## src/rtl/mem_arbiter_if.sv

```systemverilog
// rtl/mem_arbiter_if.sv - request/response and memory-side bundle for mem_arbiter
// Purpose : groups the IF requester, LS requester and memory bus signals.
// Modports: slave  - arbiter side (takes requests and read data, drives memory bus)
//           master - environment side (requesters and memory model)
interface mem_arbiter_if;
   logic        IF_req_valid;
   logic [31:0] IF_req_addr;
   logic        IF_req_ready;
   logic        IF_rsp_valid;
   logic [31:0] IF_rsp_data;
   logic        IF_rsp_err;

   logic        LS_req_valid;
   logic        LS_req_write;
   logic [1:0]  LS_req_length;
   logic        LS_req_signed;
   logic [31:0] LS_req_addr;
   logic [31:0] LS_req_wdata;
   logic        LS_req_ready;
   logic        LS_rsp_valid;
   logic [31:0] LS_rsp_data;
   logic        LS_rsp_err;

   logic [31:0] MEM_address;
   logic [1:0]  MEM_write_length;
   logic [1:0]  MEM_read_length;
   logic        MEM_read_signed;
   logic [31:0] MEM_write_data;
   logic [31:0] MEM_read_data;

   modport slave (
      input  IF_req_valid, IF_req_addr,
      output IF_req_ready, IF_rsp_valid, IF_rsp_data, IF_rsp_err,
      input  LS_req_valid, LS_req_write, LS_req_length, LS_req_signed, LS_req_addr, LS_req_wdata,
      output LS_req_ready, LS_rsp_valid, LS_rsp_data, LS_rsp_err,
      output MEM_address, MEM_write_length, MEM_read_length, MEM_read_signed, MEM_write_data,
      input  MEM_read_data
   );

   modport master (
      output IF_req_valid, IF_req_addr,
      input  IF_req_ready, IF_rsp_valid, IF_rsp_data, IF_rsp_err,
      output LS_req_valid, LS_req_write, LS_req_length, LS_req_signed, LS_req_addr, LS_req_wdata,
      input  LS_req_ready, LS_rsp_valid, LS_rsp_data, LS_rsp_err,
      input  MEM_address, MEM_write_length, MEM_read_length, MEM_read_signed, MEM_write_data,
      output MEM_read_data
   );
endinterface

```

## src/rtl/mem_arbiter.sv

```systemverilog
// rtl/mem_arbiter.sv - two-requester (IF/LS) single-outstanding memory arbiter
// Purpose : arbitrates instruction-fetch and load/store requests onto one memory
//           port, LS priority with IF starvation guard, IDLE -> ACCESS -> RESP.
// Ports   : SYS_clk      - clock, rising edge
//           SYS_reset_n  - asynchronous active-low reset
//           bus          - mem_arbiter_if.slave (IF/LS request+response, memory bus)
// Params  : MEM_LATENCY (1..15) read-data delay, STARVE_LIMIT (1..15) LS streak cap
// Option  : MEM_ALIGN_CHECK_EN - reject misaligned accesses with rsp_err instead of
//           issuing them to memory.
module mem_arbiter #(
   parameter int MEM_LATENCY  = 1,
   parameter int STARVE_LIMIT = 4
) (
   input  logic         SYS_clk,
   input  logic         SYS_reset_n,
   mem_arbiter_if.slave bus
);
   typedef enum logic [1:0] {IDLE = 2'd0, ACCESS = 2'd1, RESP = 2'd2} state_t;

   localparam logic [3:0] LAST_ACC   = 4'(MEM_LATENCY - 1);
   localparam logic [3:0] STREAK_MAX = 4'(STARVE_LIMIT);

   state_t      r_state;
   logic [3:0]  r_cnt;
   logic [3:0]  r_streak;
   logic        r_ls;
   logic        r_wr;
   logic        r_sgn;
   logic        r_err;
   logic [1:0]  r_len;
   logic [31:0] r_addr;
   logic [31:0] r_wdata;
   logic [31:0] r_rdata;

   logic        w_idle;
   logic        w_if_wins;
   logic        w_if_gnt;
   logic        w_ls_gnt;
   logic        w_misaligned;
   logic [31:0] w_hs_addr;
   logic [1:0]  w_hs_len;
   logic        w_acc;
   logic        w_resp;
   logic        w_rd;
   logic        w_wr_issue;

   // Ready is gated by reset so every output reads 0 while reset is held.
   assign w_idle    = (r_state == IDLE) && SYS_reset_n;
   assign w_if_wins = bus.IF_req_valid && (!bus.LS_req_valid || (r_streak == STREAK_MAX));
   assign w_if_gnt  = w_idle && w_if_wins;
   assign w_ls_gnt  = w_idle && bus.LS_req_valid && !w_if_wins;

   // IF fetches are always word reads, so treat them as length 11.
   assign w_hs_addr = w_if_gnt ? bus.IF_req_addr : bus.LS_req_addr;
   assign w_hs_len  = w_if_gnt ? 2'b11 : bus.LS_req_length;

`ifdef MEM_ALIGN_CHECK_EN
   always_comb begin
      w_misaligned = 1'b0;
      case (w_hs_len)
         2'b10:   w_misaligned = w_hs_addr[0];
         2'b11:   w_misaligned = |w_hs_addr[1:0];
         default: w_misaligned = 1'b0;
      endcase
   end
`else
   assign w_misaligned = 1'b0;
`endif

   always_ff @(posedge SYS_clk or negedge SYS_reset_n) begin
      if (!SYS_reset_n) begin
         r_state  <= IDLE;
         r_cnt    <= '0;
         r_streak <= '0;
         r_ls     <= 1'b0;
         r_wr     <= 1'b0;
         r_sgn    <= 1'b0;
         r_err    <= 1'b0;
         r_len    <= '0;
         r_addr   <= '0;
         r_wdata  <= '0;
         r_rdata  <= '0;
      end else begin
         case (r_state)
            IDLE: begin
               if (w_if_gnt || w_ls_gnt) begin
                  r_ls    <= w_ls_gnt;
                  r_wr    <= w_ls_gnt && bus.LS_req_write;
                  r_sgn   <= w_ls_gnt && bus.LS_req_signed;
                  r_len   <= w_hs_len;
                  r_addr  <= w_hs_addr;
                  r_wdata <= bus.LS_req_wdata;
                  r_cnt   <= '0;
                  r_err   <= w_misaligned;
                  r_rdata <= '0;
                  // A rejected access answers straight away, skipping memory.
                  r_state <= w_misaligned ? RESP : ACCESS;
                  // Streak counts LS wins only while IF is actually waiting.
                  if (w_ls_gnt && bus.IF_req_valid) begin
                     if (r_streak != STREAK_MAX) r_streak <= r_streak + 4'd1;
                  end else begin
                     r_streak <= '0;
                  end
               end
            end
            ACCESS: begin
               if (r_cnt == LAST_ACC) begin
                  r_rdata <= r_wr ? 32'd0 : bus.MEM_read_data;
                  r_state <= RESP;
               end else begin
                  r_cnt <= r_cnt + 4'd1;
               end
            end
            RESP:    r_state <= IDLE;
            default: r_state <= IDLE;
         endcase
      end
   end

   assign w_acc      = (r_state == ACCESS);
   assign w_resp     = (r_state == RESP);
   assign w_rd       = w_acc && !r_wr;
   // Writes are a single-cycle strobe in the first ACCESS cycle.
   assign w_wr_issue = w_acc && r_wr && (r_cnt == 4'd0);

   assign bus.MEM_address      = w_acc ? r_addr : 32'd0;
   assign bus.MEM_read_length  = w_rd ? r_len : 2'b00;
   assign bus.MEM_read_signed  = w_rd && r_sgn;
   assign bus.MEM_write_length = w_wr_issue ? r_len : 2'b00;
   assign bus.MEM_write_data   = w_wr_issue ? r_wdata : 32'd0;

   assign bus.IF_req_ready = w_if_gnt;
   assign bus.LS_req_ready = w_ls_gnt;

   // r_err can only be set when alignment checking is built in.
   assign bus.IF_rsp_valid = w_resp && !r_ls;
   assign bus.IF_rsp_data  = bus.IF_rsp_valid ? r_rdata : 32'd0;
   assign bus.IF_rsp_err   = bus.IF_rsp_valid && r_err;
   assign bus.LS_rsp_valid = w_resp && r_ls;
   assign bus.LS_rsp_data  = bus.LS_rsp_valid ? r_rdata : 32'd0;
   assign bus.LS_rsp_err   = bus.LS_rsp_valid && r_err;
endmodule
```

## src/flat_wrapper.sv

```systemverilog
// flat-port wrapper written by rule: the top's interface ports become plain ports
module mem_arbiter_flat 
#(
   parameter int MEM_LATENCY  = 1,
   parameter int STARVE_LIMIT = 4
)
  (SYS_clk, SYS_reset_n, bus_IF_req_valid, bus_IF_req_addr, bus_IF_req_ready, bus_IF_rsp_valid, bus_IF_rsp_data, bus_IF_rsp_err, bus_LS_req_valid, bus_LS_req_write, bus_LS_req_length, bus_LS_req_signed, bus_LS_req_addr, bus_LS_req_wdata, bus_LS_req_ready, bus_LS_rsp_valid, bus_LS_rsp_data, bus_LS_rsp_err, bus_MEM_address, bus_MEM_write_length, bus_MEM_read_length, bus_MEM_read_signed, bus_MEM_write_data, bus_MEM_read_data);
  mem_arbiter_if bus_i ();
  input  logic SYS_clk;
  input  logic SYS_reset_n;
  input wire logic [$bits(bus_i.IF_req_valid)-1:0] bus_IF_req_valid;
  input wire logic [$bits(bus_i.IF_req_addr)-1:0] bus_IF_req_addr;
  output wire logic [$bits(bus_i.IF_req_ready)-1:0] bus_IF_req_ready;
  output wire logic [$bits(bus_i.IF_rsp_valid)-1:0] bus_IF_rsp_valid;
  output wire logic [$bits(bus_i.IF_rsp_data)-1:0] bus_IF_rsp_data;
  output wire logic [$bits(bus_i.IF_rsp_err)-1:0] bus_IF_rsp_err;
  input wire logic [$bits(bus_i.LS_req_valid)-1:0] bus_LS_req_valid;
  input wire logic [$bits(bus_i.LS_req_write)-1:0] bus_LS_req_write;
  input wire logic [$bits(bus_i.LS_req_length)-1:0] bus_LS_req_length;
  input wire logic [$bits(bus_i.LS_req_signed)-1:0] bus_LS_req_signed;
  input wire logic [$bits(bus_i.LS_req_addr)-1:0] bus_LS_req_addr;
  input wire logic [$bits(bus_i.LS_req_wdata)-1:0] bus_LS_req_wdata;
  output wire logic [$bits(bus_i.LS_req_ready)-1:0] bus_LS_req_ready;
  output wire logic [$bits(bus_i.LS_rsp_valid)-1:0] bus_LS_rsp_valid;
  output wire logic [$bits(bus_i.LS_rsp_data)-1:0] bus_LS_rsp_data;
  output wire logic [$bits(bus_i.LS_rsp_err)-1:0] bus_LS_rsp_err;
  output wire logic [$bits(bus_i.MEM_address)-1:0] bus_MEM_address;
  output wire logic [$bits(bus_i.MEM_write_length)-1:0] bus_MEM_write_length;
  output wire logic [$bits(bus_i.MEM_read_length)-1:0] bus_MEM_read_length;
  output wire logic [$bits(bus_i.MEM_read_signed)-1:0] bus_MEM_read_signed;
  output wire logic [$bits(bus_i.MEM_write_data)-1:0] bus_MEM_write_data;
  input wire logic [$bits(bus_i.MEM_read_data)-1:0] bus_MEM_read_data;
  assign bus_i.IF_req_valid = bus_IF_req_valid;
  assign bus_i.IF_req_addr = bus_IF_req_addr;
  assign bus_IF_req_ready = bus_i.IF_req_ready;
  assign bus_IF_rsp_valid = bus_i.IF_rsp_valid;
  assign bus_IF_rsp_data = bus_i.IF_rsp_data;
  assign bus_IF_rsp_err = bus_i.IF_rsp_err;
  assign bus_i.LS_req_valid = bus_LS_req_valid;
  assign bus_i.LS_req_write = bus_LS_req_write;
  assign bus_i.LS_req_length = bus_LS_req_length;
  assign bus_i.LS_req_signed = bus_LS_req_signed;
  assign bus_i.LS_req_addr = bus_LS_req_addr;
  assign bus_i.LS_req_wdata = bus_LS_req_wdata;
  assign bus_LS_req_ready = bus_i.LS_req_ready;
  assign bus_LS_rsp_valid = bus_i.LS_rsp_valid;
  assign bus_LS_rsp_data = bus_i.LS_rsp_data;
  assign bus_LS_rsp_err = bus_i.LS_rsp_err;
  assign bus_MEM_address = bus_i.MEM_address;
  assign bus_MEM_write_length = bus_i.MEM_write_length;
  assign bus_MEM_read_length = bus_i.MEM_read_length;
  assign bus_MEM_read_signed = bus_i.MEM_read_signed;
  assign bus_MEM_write_data = bus_i.MEM_write_data;
  assign bus_i.MEM_read_data = bus_MEM_read_data;
  mem_arbiter #(.MEM_LATENCY(MEM_LATENCY), .STARVE_LIMIT(STARVE_LIMIT)) u_core (.SYS_clk(SYS_clk), .SYS_reset_n(SYS_reset_n), .bus(bus_i));
endmodule
```

## config.mk

```make
export PLATFORM = sky130hd
export DESIGN_NAME = mem_arbiter_flat
export DESIGN_NICKNAME = d
export VERILOG_FILES = /design/src/rtl/mem_arbiter_if.sv /design/src/rtl/mem_arbiter.sv /design/src/flat_wrapper.sv
export SDC_FILE = /design/constraint.sdc
export NUM_CORES = 1
export LEC_CHECK = 0
export BUFFER_PORTS_ARGS = -buffer_cell sky130_fd_sc_hd__buf_2
export CORE_UTILIZATION = 45
export CTS_CLUSTER_SIZE = 30
export DETAILED_ROUTE_END_ITERATION = 10
export PLACE_DENSITY = 0.79
export SLEW_MARGIN = 15
export SYNTH_ARGS = -nofsm -noshare
export SYNTH_HDL_FRONTEND = slang
export SYNTH_SLANG_ARGS = --single-unit
```

## constraint.sdc

```tcl
create_clock -name SYS_clk -period 2.52 [get_ports SYS_clk]
set_input_delay 0.378 -clock SYS_clk [delete_from_list [all_inputs] [get_ports SYS_clk]]
set_output_delay 0.378 -clock SYS_clk [all_outputs]
set_load 0.03 [all_outputs]
```

==> impl_metrics.toml <==
[worst_setup_path]
slowest_stage = "dfrtp_1"
path_cells = "inv_2 -> ha_4 -> or3b_4 -> nor2_4 -> buf_6 -> and3_1 -> buf_4"
end_kind = "output port"
cpPeakStageDelay_ns = 0.41
crit_arrival_ns = 2.13
required_ns = 2.14
crit_fanout = 8
setup.worst_path.start = "u_core.r_cnt[0]"
start_kind = "flop"
r2r-start = "u_core.r_streak[0]"
criticalPathCategory = "flop to output port"

[drt]
dr.pass1.iters = 4
dr.first_iter.drc_count = 290
ant_nets = 0
wirelength_um = 14900
drc_errors = 0
vias_per_cell = 4.94
avgRoutedWirePerCell_um = 14.0
vias = 5282

[pwr]
power_density_nw_per_um2 = 648
p_clk_frac = 0.266
netSwitchingFraction = 0.333
pwr-share-comb = 0.262
p_int_mw = 3.28
vdd_drop_max_uv = 400
p_sw_mw = 1.64
seq_power_share = 0.473
leakage_nw = 4.13

[clocking]
htreeDepth = 3
numCtsBuffers = 9
clockBufferDepth = 2
clkLatencyLatePin_ns = 0.34
cts_tree = "yes"
clkTransAtPathRegs_ns = 0.07
cts_hold_buf = 0
cts.sinks = 111
clockRootBuffer = "clkbuf_16"

[cells_and_area]
layout_commonest_cell = "buf_2"
nNetsFinal = 1037
area_growth_pct = 36.0
diodes = 0
final_cell_mix = "242 x buf_2, 111 x dfrtp_1, 100 x nand2_1"
final_util = 0.630
layout-drive-gt1-share = 0.363

[timing]
hold_violations = 0
fin_worst_skew_ns = 0.0113
fmax_ghz = 0.399
worst_hold_slack_ns = 0.0468
setup_violations = 0
fin_ws_ns = 0.0107
drv_slew = 0
layout_worst_path_cycle_share = 0.996
grt_setup_unrepaired = "yes"
period_needed_ns = 2.51

[worst_hold_path]
hp-class = "input pin to async pin"

[die]
die_height_um = 113
die_area_sq_um = 12900
placement_rows = 40
die_w_um = 113
initial_utilization = 0.463
core_sq_um = 12100
num_io_pins = 275

[global_routing]
grt_pass1_wl_um = 22700
first_global_vias = 4725
grt_util_all_layers = 0.222
antenna_found_initial = 0
grt-ovfl-total = 0
grt_start_max_net_pins = 84

[synth]
synth.distinct_cells = 37
synthCells = 640
yosys_warnings = 0
seq_area_frac_synth = 0.497
synth.cell_area_sq_um = 5590
avgSynthCellArea_sq_um = 8.73
synth-seq-cells = 111

[placement]
place_ws_ns = 0.244
io_buffers = 272
place_congestion = 0.790
dpl.hpwl_um = 10500

[flow_run]
maxCapViolations = 0

[outcome]
status = "finished clean"
-- cell usage after synthesis --
cell type | instances | area [sq um]
a21o_1 | 2 | 15.0
a21o_2 | 1 | 8.76
a21oi_1 | 33 | 165
a22o_1 | 3 | 26.3
a32o_1 | 3 | 30.0
and2_1 | 99 | 619
and3_1 | 34 | 213
and3b_1 | 2 | 17.5
buf_2 | 10 | 50.1
buf_4 | 7 | 52.6
buf_6 | 5 | 56.3
clkbuf_1 | 26 | 97.6
clkbuf_2 | 3 | 15.0
clkdlybuf4s18_2 | 1 | 10.0
conb_1 | 1 | 3.75
dfrtp_1 | 111 | 2780
ha_1 | 4 | 50.1
inv_1 | 37 | 139
mux2i_1 | 2 | 20.0
nand2_1 | 100 | 375
nand2b_1 | 1 | 6.26
nand3_1 | 36 | 180
nand4_1 | 1 | 6.26
nor2_1 | 36 | 135
nor2_4 | 2 | 22.5
nor2b_1 | 1 | 6.26
nor3_1 | 1 | 5.00
nor3b_1 | 2 | 15.0
nor3b_2 | 1 | 12.5
o21ai_0 | 34 | 170
o21ai_1 | 2 | 10.0
o21ai_2 | 1 | 8.76
o22ai_1 | 32 | 200
o22ai_4 | 1 | 20.0
o32a_1 | 2 | 20.0
o32ai_1 | 1 | 8.76
or3b_1 | 2 | 17.5
-- layout make-up --
cell class / count / area, sq um
multi-input cells: 441 / 2440
clock buffers: 10 / 229
inverters: 37 / 139
clock inverters: 5 / 41.3
well taps: 168 / 210
fillers: 1066 / 4470
repair buffers: 297 / 1760
flip-flops and latches: 111 / 2780
-- critical path: cells and delay by family, from the launching register on --
family | cells | cell delay (ns)
adder cells (fa/ha/maj) | 1 | 0.12
buffers and inverters | 3 | 0.44
AND/OR/NAND/NOR | 3 | 0.83
flip-flops | 1 | 0.41
-- power groups by stage --
stage	Clock (mW)	Sequential [mW]	Combinational, mW
2_1_floorplan	0	2.27	0.900
6_report	1.31	2.33	1.29
3_3_place_gp	0	2.35	1.21
4_1_cts	1.35	2.32	1.25
3_5_place_dp	0	2.35	1.24
5_1_grt	1.42	2.37	1.43
-- stage by stage --
stage | power, mW | instance area [sq um] | std cells | TNS [ns]
finish | 4.93 | 7600 | 1069 | 0
global route | 5.22 | 7600 | 1069 | -1.01
CTS | 4.92 | 7330 | 1062 | 0
detailed placement | 3.60 | 7050 | 1047 | 0
global placement | 3.56 | 7050 | 1047 | 0
floorplan | 3.17 | 5590 | 641 | 0
-- repair_timing --
action,in CTS,in global routing
gates resized for setup,2,83
endpoints found under the setup margin,34,34
endpoints found under the hold margin,0,0
buffers inserted,0,4
cloned,0,2
-- sequential cells by signal, indices dropped and copies added, names as in the netlist, 2 cells and up --
name,flops
u_core.r_streak,4
u_core.r_wdata,32
u_core.r_state,2
u_core.r_addr,32
u_core.r_len,2
u_core.r_rdata,32
u_core.r_cnt,4
-- layer usage --
| layer | track usage | vias to the layer above | share of wire |
|---|---|---|---|
| met3 | 0.0494 | 19 | 0.055 |
| met5 | 0 | - | 0 |
| met2 | 0.382 | 185 | 0.50 |
| met1 | 0.284 | 2460 | 0.43 |
| li1 | - | 2618 | - |
| met4 | 0.0570 | 0 | 0.017 |
-- path summary, 6_finish.rpt --
kind	end	slack (ns)	cells after the start
max	bus_MEM_write_length[0]	0.01	7
min	u_core.r_rdata[20]	0.05	2
max reg2reg	u_core.r_addr[1]	0.49	7
min reg2reg	u_core.r_wdata[3]	0.47	2
max in group asynchronous	u_core.r_state[1]	1.45	4
min in group SYS_clk	u_core.r_wdata[23]	0.22	3
-- cell families (layout without fill, tap and decap cells) --
family,count (synthesis),in the layout,synth area share
AOI/OAI and AO/OA,115,115,0.122
other,1,2,0.000671
muxes,2,2,0.00358
buffers and inverters,89,349,0.0752
DFF,111,111,0.497
adders and majority gates,4,4,0.00896
and+or+nand+nor,318,318,0.292
(Power assumes the default switching activity.)
